$ cat src/rtl/ps2_player_keys.sv
// PS/2 keyboard front end for the two-player game.
// Receives device-to-host PS/2 frames and turns make/break scan codes
// (including the E0 extended page and F0 break prefix) into one held-level
// flag per game key for the Fireboy and Icegirl controllers.
module ps2_player_keys #(
  parameter int CLK_HZ         = 50000000,
  parameter int TIMEOUT_CYCLES = CLK_HZ / 500
) (
  input  logic       Clk,
  input  logic       Reset,
  input  logic       ps2_clk,
  input  logic       ps2_data,
  output logic       fireboy_jump,
  output logic       fireboy_left,
  output logic       fireboy_right,
  output logic       icegirl_jump,
  output logic       icegirl_left,
  output logic       icegirl_right,
  output logic       code_valid,
  output logic [7:0] code_byte,
  output logic       frame_error
);

  localparam logic [16:0] TIMEOUT_LAST = 17'(TIMEOUT_CYCLES - 1);

  localparam logic [1:0] RX_IDLE   = 2'd0;
  localparam logic [1:0] RX_SHIFT  = 2'd1;
  localparam logic [1:0] RX_PARITY = 2'd2;
  localparam logic [1:0] RX_STOP   = 2'd3;

  localparam logic [1:0] D_BASE    = 2'd0;
  localparam logic [1:0] D_EXT     = 2'd1;
  localparam logic [1:0] D_BRK     = 2'd2;
  localparam logic [1:0] D_EXT_BRK = 2'd3;

  // Key flag bit order: {fireboy jump/left/right, icegirl jump/left/right}
  function automatic logic [5:0] keyMask(input logic ext, input logic [7:0] code);
    logic [5:0] m;
    m = '0;
    if (ext) begin
      case (code)
        8'h75:   m = 6'b100000;
        8'h6B:   m = 6'b010000;
        8'h74:   m = 6'b001000;
        default: m = '0;
      endcase
    end else begin
      case (code)
        8'h1D:   m = 6'b000100;
        8'h1C:   m = 6'b000010;
        8'h23:   m = 6'b000001;
        default: m = '0;
      endcase
    end
    return m;
  endfunction

  logic        clkMeta_q, clkSync_q, clkPrev_q;
  logic        dataMeta_q, dataSync_q;
  logic        fall;

  logic [1:0]  rxState_q, rxState_d;
  logic [2:0]  bitCnt_q, bitCnt_d;
  logic [7:0]  shift_q, shift_d;
  logic        parity_q, parity_d;
  logic [16:0] toCnt_q, toCnt_d;
  logic [7:0]  codeByte_q, codeByte_d;
  logic        codeValid_q, codeValid_d;
  logic        frameErr_q, frameErr_d;

  logic [1:0]  decState_q, decState_d;
  logic [5:0]  keys_q, keys_d;

  // Two-flop synchronizers plus one history flop for PS/2 clock edge detection
  always_ff @(posedge Clk or posedge Reset) begin
    if (Reset) begin
      clkMeta_q  <= 1'b1;
      clkSync_q  <= 1'b1;
      clkPrev_q  <= 1'b1;
      dataMeta_q <= 1'b1;
      dataSync_q <= 1'b1;
    end else begin
      clkMeta_q  <= ps2_clk;
      clkSync_q  <= clkMeta_q;
      clkPrev_q  <= clkSync_q;
      dataMeta_q <= ps2_data;
      dataSync_q <= dataMeta_q;
    end
  end

  assign fall = clkPrev_q & ~clkSync_q;

  // Frame receiver: start, 8 data bits LSB first, odd parity, stop, with idle timeout
  always_comb begin
    rxState_d   = rxState_q;
    bitCnt_d    = bitCnt_q;
    shift_d     = shift_q;
    parity_d    = parity_q;
    toCnt_d     = toCnt_q;
    codeByte_d  = codeByte_q;
    codeValid_d = 1'b0;
    frameErr_d  = 1'b0;
    case (rxState_q)
      RX_IDLE: begin
        toCnt_d = '0;
        if (fall) begin
          if (!dataSync_q) begin
            rxState_d = RX_SHIFT;
            bitCnt_d  = '0;
          end else begin
            frameErr_d = 1'b1;
          end
        end
      end
      RX_SHIFT: begin
        if (fall) begin
          shift_d  = {dataSync_q, shift_q[7:1]};
          bitCnt_d = bitCnt_q + 3'd1;
          if (bitCnt_q == 3'd7) rxState_d = RX_PARITY;
        end
      end
      RX_PARITY: begin
        if (fall) begin
          parity_d  = dataSync_q;
          rxState_d = RX_STOP;
        end
      end
      RX_STOP: begin
        if (fall) begin
          if (dataSync_q && (^{shift_q, parity_q})) begin
            codeByte_d  = shift_q;
            codeValid_d = 1'b1;
          end else begin
            frameErr_d = 1'b1;
          end
          rxState_d = RX_IDLE;
        end
      end
      default: rxState_d = RX_IDLE;
    endcase
    if (rxState_q != RX_IDLE) begin
      if (fall) begin
        toCnt_d = '0;
      end else if (toCnt_q == TIMEOUT_LAST) begin
        rxState_d  = RX_IDLE;
        frameErr_d = 1'b1;
        shift_d    = '0;
        toCnt_d    = '0;
      end else begin
        toCnt_d = toCnt_q + 17'd1;
      end
    end
  end

  // Receiver state and output pulse registers
  always_ff @(posedge Clk or posedge Reset) begin
    if (Reset) begin
      rxState_q   <= RX_IDLE;
      bitCnt_q    <= '0;
      shift_q     <= '0;
      parity_q    <= 1'b0;
      toCnt_q     <= '0;
      codeByte_q  <= 8'h00;
      codeValid_q <= 1'b0;
      frameErr_q  <= 1'b0;
    end else begin
      rxState_q   <= rxState_d;
      bitCnt_q    <= bitCnt_d;
      shift_q     <= shift_d;
      parity_q    <= parity_d;
      toCnt_q     <= toCnt_d;
      codeByte_q  <= codeByte_d;
      codeValid_q <= codeValid_d;
      frameErr_q  <= frameErr_d;
    end
  end

  // Scan-code decoder: tracks E0/F0 prefixes and sets or clears key flags
  always_comb begin
    decState_d = decState_q;
    keys_d     = keys_q;
    if (codeValid_q) begin
      case (decState_q)
        D_BASE: begin
          if (codeByte_q == 8'hE0)      decState_d = D_EXT;
          else if (codeByte_q == 8'hF0) decState_d = D_BRK;
          else                          keys_d = keys_q | keyMask(1'b0, codeByte_q);
        end
        D_EXT: begin
          if (codeByte_q == 8'hF0) begin
            decState_d = D_EXT_BRK;
          end else if (codeByte_q != 8'hE0) begin
            keys_d     = keys_q | keyMask(1'b1, codeByte_q);
            decState_d = D_BASE;
          end
        end
        D_BRK: begin
          if (codeByte_q != 8'hE0 && codeByte_q != 8'hF0)
            keys_d = keys_q & ~keyMask(1'b0, codeByte_q);
          decState_d = D_BASE;
        end
        D_EXT_BRK: begin
          if (codeByte_q != 8'hE0 && codeByte_q != 8'hF0)
            keys_d = keys_q & ~keyMask(1'b1, codeByte_q);
          decState_d = D_BASE;
        end
        default: decState_d = D_BASE;
      endcase
    end
  end

  // Decoder state and held key flags
  always_ff @(posedge Clk or posedge Reset) begin
    if (Reset) begin
      decState_q <= D_BASE;
      keys_q     <= '0;
    end else begin
      decState_q <= decState_d;
      keys_q     <= keys_d;
    end
  end

  assign fireboy_jump  = keys_q[5];
  assign fireboy_left  = keys_q[4];
  assign fireboy_right = keys_q[3];
  assign icegirl_jump  = keys_q[2];
  assign icegirl_left  = keys_q[1];
  assign icegirl_right = keys_q[0];
  assign code_valid    = codeValid_q;
  assign code_byte     = codeByte_q;
  assign frame_error   = frameErr_q;

endmodule

$ cat config.mk
export PLATFORM = sky130hd
export DESIGN_NAME = ps2_player_keys
export DESIGN_NICKNAME = d
export VERILOG_FILES = /design/src/rtl/ps2_player_keys.sv
export SDC_FILE = /design/constraint.sdc
export NUM_CORES = 1
export LEC_CHECK = 0
export ABC_AREA = 1
export BUFFER_PORTS_ARGS = -buffer_cell sky130_fd_sc_hd__buf_2
export CORE_MARGIN = 4
export CORE_UTILIZATION = 54
export DETAILED_ROUTE_END_ITERATION = 7
export GPL_ROUTABILITY_DRIVEN = 0
export GPL_TIMING_DRIVEN = 0
export PLACE_DENSITY = 0.75
export SYNTH_ARGS = -nofsm -noshare
export SYNTH_HDL_FRONTEND = slang
export SYNTH_SLANG_ARGS = --single-unit
$ cat constraint.sdc
create_clock -name Clk -period 1.7 [get_ports Clk]
set_clock_uncertainty 0.15 [all_clocks]
set_input_delay 0.17 -clock Clk [delete_from_list [all_inputs] [get_ports Clk]]
set_output_delay 0.17 -clock Clk [all_outputs]
set_load 0.01 [all_outputs]
==> metrics.csv, run 1 <==
metric,value,unit
vias in the first global route,2462,
CTS buffer count,5,
unrepaired setup endpoints after global routing,yes,
Setup Crit Path Kind,reg -> reg,
H-tree depth,2,
max_cap viols,0,
hold depth,0,
"top cells by area, synth","dfrtp_1 42%, nand2_1 14%, inv_1 7.6%, nor2_1 5.6%, dfstp_2 4.5%",
"Clk Latency, worst-skew pair",0.30,ns
FF-to-FF path depth,10,
Syn Area/Cell,7.60,um2
Synth top area share,41.9,%
Vias/cell,5.19,
placed cell count,475,
final total power,3.64,mW
Finished Core Util,70.3,%
CP required,1.74,ns
RR Startpoint,toCnt_q[1]$_DFF_PP0_,
Wirelength per Cell,12.7,um
hold endpoint,dataSync_q$_DFF_PP1_,
most common cell in the netlist,nand2_1,
hold path start,dataMeta_q$_DFF_PP1_,
Synth Instances,385,
initial DRC count,144,
asr flop ratio synth,100,%
Internal,2.31,mW
initial antenna violation count,0,
reg2reg end,rxState_q[1]$_DFF_PP0_,
clk slew on worst S/H paths,0.09,ns
Core Rows,26,
die height,81.6,um
Ys Warns,0,
Slew HR,61.6,%
Initial DRT Pass Iterations,4,
r2r setup slk,-0.04,ns
setup ws final,-0.0395,ns
Post-DP HPWL,4.08,mm
Fin Hold WS,0.211,ns
Post-synth EDFFs,0,
GRT overflow,0,
violated checks,negative setup slack,
area delta synth->final,24.3,%
fin. max-slew vios,0,
clk sinks,54,
Worst VDD drop,0.805,mV
Final ANT Viol Nets,0,
final WL,6.45,mm
sequential share of the synthesized area,46.4,%
crit path max fanout,4,
Power per Cell Area,1000,mW/mm2
Worst Max-Slew Pin Slew,0.574,ns
largest net degree at the start of global routing,29,
syn_nets,396,
first-pass GRT wire length,10.6,mm
Starting Density,56.6,%
synth unique cells,38,
final setup TNS,-0.0795,ns
Comb power frac,33.9,%
Clock Tree Root,clkbuf_8,
leakage power,1.89,nW
Final Hold Fails,0,
Post-synth top flop,dfrtp_1,
cell taking the most area after synthesis,dfrtp_1,
Yosys reg bits,54,
fin crit period,1.74,ns
synth cell count leaders,"109 x nand2_1, 59 x inv_1, 49 x dfrtp_1, 44 x nor2_1, 23 x nand3_1",
Final Setup Violations,4,
switching pwr,1.33,mW
Non-Filler Instances,506,
die area,0.00666,mm2
Diodes inserted,0,
Tcrit/Tclk final,102,%
Net Sw Frac,36.6,%
clk buf depth,2,
Via Count,2624,
Total GRT Usage,20.1,%
fmax,575,MHz
fill count,386,
worst min-delay path class,reg -> reg,
outcome,finished with violations,
share of cells above drive strength 1,25.9,%
CTS tree,built,
core area,0.00517,mm2
Port Buf Inserts,19,
critical path startpoint category,flip-flop,
CP endpoint kind,flip-flop,
Post-layout nets,446,
Synth Cell Area,0.00293,mm2
clock share of power,23.5,%
WP data arrival,1.78,ns
register share of total power,42.5,%
Ports,20,
# DRC,0,
Die X,81.6,um
## worst max path at each step
stage	start	endpoint	slack [ns]
floorplan	Reset	bitCnt_q[0]$_DFFE_PP0P_	0.07
global placement	Reset	shift_q[5]$_DFF_PP0_	-0.58
detailed placement	clkPrev_q$_DFF_PP1_	shift_q[0]$_DFF_PP0_	-0.13
CTS	toCnt_q[0]$_DFF_PP0_	rxState_q[1]$_DFF_PP0_	0.01
global route	toCnt_q[0]$_DFF_PP0_	rxState_q[1]$_DFF_PP0_	-0.17
finish	toCnt_q[1]$_DFF_PP0_	rxState_q[1]$_DFF_PP0_	-0.04
## cells by family after synthesis
group | share of synthesized area, %
AND/OR/NAND/NOR | 32.9
buffers and inverters | 8.90
flip-flops | 46.4
AO/OA/AOI/OAI | 8.17
adder cells (fa/ha/maj) | 2.99
XOR/XNOR | 0.599
## worst max-delay path, stage by stage, from the launching register on
cell      delay (ns)
dfrtp_1         0.40
ha_4            0.17
nand2_4         0.07
nor2_4          0.14
nand2_4         0.08
nor2_2          0.13
nand2_2         0.11
nor2_4          0.15
inv_1           0.07
o211ai_1        0.08
o21ai_1         0.09
## state kept, by name (all words and copies together) (netlist names)
| register | cells |
|---|---|
| clkMeta_q | 1 |
| code_valid | 1 |
| bitCnt_q | 3 |
| dataSync_q | 1 |
| frame_error | 1 |
| dataMeta_q | 1 |
| shift_q | 8 |
| code_byte | 8 |
| decState_q | 2 |
| clkSync_q | 1 |
| parity_q | 1 |
| keys_q | 6 |
| clkPrev_q | 1 |
| toCnt_q | 17 |
| rxState_q | 2 |
## power by group through the flow
stage	registers [mW]	clock network (mW)	logic [mW]
finish	1.55	0.857	1.23
global route	1.57	0.942	1.41
CTS	1.53	0.871	0.934
detailed placement	1.56	0	0.850
global placement	1.55	0	0.818
floorplan	1.53	0	0.711
## metrics by stage
stage / instance area [um2] / worst slack, ns
6_report: 3640 / -0.0395
3_3_place_gp: 3110 / -0.576
4_1_cts: 3370 / 0.0104
2_1_floorplan: 2930 / 0.0737
3_5_place_dp: 3130 / -0.132
5_1_grt: 3640 / -0.173
## cell type report
cell class	instances	area, um2	share of cell area, %
clock inverter	3	40.0	1.10
tap	70	87.6	2.41
sequential	54	1360	37.4
buffer	4	33.8	0.929
clock buffer	5	68.8	1.89
timing repair buffer	42	292	8.02
inverter	62	235	6.47
multi-input combinational	266	1520	41.7
## cell usage in the layout (no fill, tap or decap), types with 7 or more instances in the layout
| cell type | netlist | final |
|---|---|---|
| nand2_2 | 3 | 10 |
| dfrtp_1 | 49 | 46 |
| a21oi_1 | 11 | 10 |
| inv_1 | 59 | 56 |
| nand4_1 | 7 | 7 |
| nand3_1 | 23 | 17 |
| buf_2 | 1 | 19 |
| o21ai_0 | 20 | 20 |
| buf_4 | 1 | 19 |
| nand2_1 | 109 | 97 |
| nor2_1 | 44 | 41 |
## repair_timing
action / in CTS / in global routing
pin swaps: 3 / 16
resized for setup: 13 / 43
gates cloned: 1 / 1
hold buffers: 3 / 0
setup buffers: 7 / 11
setup endpoints to repair: 30 / 45
endpoints found under the hold margin: 23 / 0
## per-layer routing
layer  GRT usage, %  up-vias  wire length [um]  part of all wire, %
met5              0        -                 0                    0
met3           3.40       11               258                  4.0
met4           5.65        0               108                  1.7
met2           34.7       61              3230                   50
li1               -     1327                 -                    -
met1           25.9     1225              2860                   44
(Power assumes the default switching activity.)
==> run 2: changes to the inputs <==
--- a/config.mk
+++ b/config.mk
@@ -10,3 +10,4 @@
 export CORE_MARGIN = 4
-export CORE_UTILIZATION = 54
+export CORE_UTILIZATION = 50
+export CTS_CLUSTER_SIZE = 16
 export DETAILED_ROUTE_END_ITERATION = 7
@@ -14,3 +15,3 @@
 export GPL_TIMING_DRIVEN = 0
-export PLACE_DENSITY = 0.75
+export PLACE_DENSITY = 0.71
 export SYNTH_ARGS = -nofsm -noshare
==> constraint.sdc (replaced) <==
create_clock -name Clk -period 1.7 [get_ports Clk]
set_clock_uncertainty 0.15 [all_clocks]
set_input_delay 0.085 -clock Clk [delete_from_list [all_inputs] [get_ports Clk]]
set_output_delay 0.085 -clock Clk [all_outputs]
set_load 0.01 [all_outputs]
==> metrics.csv, run 2 (same netlist as run 1, synthesis figures left out) <==
metric,value,unit
outcome,"complete, no violations",
core area,0.00557,mm2
unrepaired setup endpoints after global routing,yes,
Port Buf Inserts,19,
Non-Filler Instances,506,
max reg flops,17,
final WL,6.29,mm
Post-DP HPWL,4.20,mm
Slew HR,68.0,%
"Clk Latency, worst-skew pair",0.31,ns
fin crit period,1.67,ns
area delta synth->final,24.5,%
clk sinks,54,
Worst Max-Slew Pin Slew,0.480,ns
die area,0.00714,mm2
Power per Cell Area,1010,mW/mm2
CP required,1.74,ns
reg2reg end,rxState_q[1]$_DFF_PP0_,
CTS buffer count,5,
die height,84.5,um
initial DRC count,144,
CTS tree,built,
FF-to-FF path depth,10,
Wirelength per Cell,12.4,um
# DRC,0,
Post-layout nets,444,
Final Setup Violations,0,
Tcrit/Tclk final,98.3,%
Clock Tree Root,clkbuf_8,
share of cells above drive strength 1,23.7,%
CP endpoint kind,flip-flop,
Final Hold Fails,0,
GRT overflow,0,
Ports,20,
Via Count,2563,
Final ANT Viol Nets,0,
largest net degree at the start of global routing,34,
first-pass GRT wire length,10.3,mm
Die X,84.5,um
placed cell count,477,
"commonest non-fill, non-tap cell in the layout",nand2_1,
crit path max fanout,4,
fin. max-slew vios,0,
Diodes inserted,0,
Biggest register,toCnt_q,
final total power,3.70,mW
RR Startpoint,toCnt_q[1]$_DFF_PP0_,
fmax,598,MHz
Fin Hold WS,0.174,ns
WP data arrival,1.71,ns
Vias/cell,5.07,
Total GRT Usage,17.5,%
r2r setup slk,0.03,ns
critical path startpoint category,flip-flop,
leakage power,1.90,nW
max_cap viols,0,
clk buf depth,2,
Core Rows,27,
clk slew on worst S/H paths,0.10,ns
vias in the first global route,2304,
H-tree depth,2,
worst min-delay path class,in -> async,
"commonest non-fill, non-tap cells in the layout","102 x nand2_1, 55 x inv_1, 48 x dfrtp_1",
final setup TNS,0,ns
initial antenna violation count,0,
Worst VDD drop,0.460,mV
Starting Density,52.5,%
Setup Crit Path Kind,reg -> reg,
Initial DRT Pass Iterations,6,
==> run 2: where the power goes <==
group | switching, mW | internal (mW)
combinational | 0.694 | 0.429
clock | 0.412 | 0.628
sequential | 0.126 | 1.41
total | 1.23 | 2.46
==> run 2: worst max-delay path by stage <==
stage	to	startpoint	cells after the start	slack (ns)
floorplan	shift_q[3]$_DFF_PP0_	clkPrev_q$_DFF_PP1_	8	0.11
global route	rxState_q[1]$_DFF_PP0_	toCnt_q[1]$_DFF_PP0_	10	-0.09
global placement	bitCnt_q[0]$_DFFE_PP0P_	Reset	2	-0.50
detailed placement	toCnt_q[12]$_DFF_PP0_	toCnt_q[0]$_DFF_PP0_	10	-0.11
CTS	code_byte[0]$_DFFE_PP0P_	shift_q[5]$_DFF_PP0_	10	-0.008
finish	rxState_q[1]$_DFF_PP0_	toCnt_q[1]$_DFF_PP0_	10	0.03
==> run 2: area by class of cell <==
type	instances	area, um2
Buffer	4	33.8
Fill cell	447	1930
Multi-Input combinational cell	265	1500
Tap cell	72	90.1
Clock inverter	2	60.1
Inverter	62	233
Clock buffer	6	82.6
Timing Repair Buffer	41	288
Sequential cell	54	1360
==> run 2: per-stage QoR <==
stage               cell area [um2]  worst slack [ns]  util [%]
floorplan                      2930             0.111         -
global placement               3110            -0.496      55.8
detailed placement             3130            -0.105      56.2
CTS                            3370          -0.00776      60.5
global route                   3640           -0.0922      65.3
finish                         3640            0.0288      65.3
==> run 2: repair_timing <==
item                                    CTS  global route
endpoints found under the hold margin    23             0
endpoints found under the setup margin   31            46
resized for setup                         9            41
setup buffers                             5            14
pin swaps                                 5            14
hold buffers                              3             0
==> run 2: per-layer routing <==
| metal | share of wire, % | up-vias | global-route usage [%] |
|---|---|---|---|
| li1 | - | 1320 | - |
| met1 | 46 | 1207 | 23.1 |
| met3 | 2.8 | 4 | 3.73 |
| met2 | 50 | 32 | 29.0 |
| met4 | 0.91 | 0 | 5.32 |
| met5 | 0 | - | 0 |
==> run 2: worst max-delay path: stages (launching register included) <==
cell and delay (ns):
dfrtp_1 0.41, ha_4 0.18, nand2_4 0.06, nor2_4 0.12, nand2_4 0.10, nor2_4 0.11
nand2_4 0.07, nor2_4 0.12, inv_1 0.07, o211ai_1 0.08, o21ai_1 0.09
==> run 3: changes to the inputs <==
PLACE_DENSITY = unset   (was 0.71)
PLACE_DENSITY_LB_ADDON = 0.08   (was unset)
==> metrics.csv, run 3 (same netlist as run 1, synthesis figures left out) <==
metric,value,unit
vias in the first global route,2442,
initial antenna violation count,0,
Starting Density,52.5,%
unrepaired setup endpoints after global routing,yes,
Wirelength per Cell,12.5,um
Buffers & Inverters on Critical Path,2,
"commonest non-fill, non-tap cell in the layout",nand2_1,
CP endpoint kind,flip-flop,
Initial DRT Pass Iterations,4,
area delta synth->final,21.9,%
crit path max fanout,4,
Non-Filler Instances,503,
Slew HR,69.2,%
clk slew on worst S/H paths,0.09,ns
CTS tree,built,
initial DRC count,102,
max_cap viols,0,
setup ws final,-0.000492,ns
violated checks,negative setup slack,
CP top delay family,simple AND/OR/NAND/NOR gates,
CP most frequent cell,buf_4,
Power per Cell Area,930,mW/mm2
Worst VDD drop,0.556,mV
Post-DP HPWL,4.25,mm
leakage power,1.86,nW
"Clk Latency, worst-skew pair",0.31,ns
share of cells above drive strength 1,23.7,%
placed cell count,477,
Final Hold Fails,0,
max reg flops,17,
first-pass GRT wire length,10.9,mm
Core Rows,27,
critical path startpoint category,flip-flop,
# DRC,0,
Worst Max-Slew Pin Slew,0.462,ns
Clock Tree Root,clkbuf_8,
Biggest register,toCnt_q,
Ports,20,
Vias/cell,5.10,
CTS buffer count,5,
worst min-delay path class,in -> async,
core area,0.00557,mm2
die area,0.00714,mm2
GRT overflow,0,
Setup Crit Path Kind,reg -> reg,
Final Setup Violations,1,
die height,84.5,um
clk buf depth,2,
Post-layout nets,443,
Diodes inserted,0,
Total GRT Usage,18.5,%
critical path's largest stage delay,0.38,ns
Port Buf Inserts,19,
Final ANT Viol Nets,0,
fin crit period,1.70,ns
clk sinks,54,
WP data arrival,1.77,ns
Via Count,2565,
final WL,6.27,mm
fin. max-slew vios,0,
slowest CP cell,dfrtp_1,
Die X,84.5,um
outcome,finished with violations,
H-tree depth,2,
CP required,1.77,ns
largest net degree at the start of global routing,34,
fmax,588,MHz
final setup TNS,-0.000492,ns
critical path cell sequence,ha_2 > nand2_4 > nor2_4 > buf_4 > buf_4 > nand3_4 > nor2_2 > nor2_1 > nor3_1,
"commonest non-fill, non-tap cells in the layout","102 x nand2_1, 52 x inv_1, 45 x dfrtp_1",
Tcrit/Tclk final,100,%
==> run 3: worst paths after layout <==
kind                                 startpoint                     to  slack, ns  cells after the start
setup / recovery           toCnt_q[1]$_DFF_PP0_  toCnt_q[14]$_DFF_PP0_    -0.0005                      9
hold / removal                            Reset   toCnt_q[8]$_DFF_PP0_       0.19                      3
setup reg to reg           toCnt_q[1]$_DFF_PP0_  toCnt_q[14]$_DFF_PP0_    -0.0005                      9
hold reg to reg            dataMeta_q$_DFF_PP1_   dataSync_q$_DFF_PP1_       0.21                      0
max in group asynchronous                 Reset   shift_q[6]$_DFF_PP0_       0.68                      4
min in group Clk           dataMeta_q$_DFF_PP1_   dataSync_q$_DFF_PP1_       0.21                      0
==> run 3: timing repair <==
action	4_1_cts	5_1_grt
hold buffers	3	0
cloned	1	0
setup endpoints to repair	36	41
endpoints found under the hold margin	23	0
buffers inserted	7	9
gates resized for setup	16	34
pin swaps	6	11
==> run 3: layout make-up <==
class / instances / area [um2]
fillers: 482 / 2010
repair buffers: 39 / 278
multi-input cells: 266 / 1480
clock buffers: 6 / 82.6
well taps: 72 / 90.1
flip-flops and latches: 54 / 1360
plain buffers: 4 / 37.5
inverters: 62 / 233
==> run 3: worst register-to-register path, cell delays in order, from the launching register on <==
cell and delay (ns):
dfrtp_1 0.38, ha_2 0.22, nand2_4 0.07, nor2_4 0.11
buf_4 0.12, buf_4 0.11, nand3_4 0.09, nor2_2 0.14
nor2_1 0.05, nor3_1 0.19
==> run 3: routing by layer <==
metal,wire length (um),global-route usage (%),vias up
met5,0,0,-
met4,79,6.04,0
met3,218,3.83,8
met2,3000,30.8,46
met1,2970,24.1,1193
li1,-,-,1318
==> run 3: metrics by stage <==
stage / worst slack [ns] / power (mW) / util (%) / cell area, um2 / hold WS [ns]
after floorplan: 0.111 / 2.24 / - / 2930 / -0.0605
after global placement: -0.512 / 2.38 / 55.8 / 3110 / 0.0403
after detailed placement: -0.138 / 2.42 / 56.2 / 3130 / -0.0259
after CTS: 0.00448 / 3.22 / 60.6 / 3380 / 0.187
after global routing: -0.101 / 3.56 / 64.0 / 3560 / 0.218
final: -0.000492 / 3.31 / 64.0 / 3560 / 0.194
==> run 3: where the power goes <==
group	leakage (nW)	internal, mW	switching, mW
logic	1.09	0.384	0.661
registers	0.723	1.41	0.137
clock network	0.0431	0.316	0.403
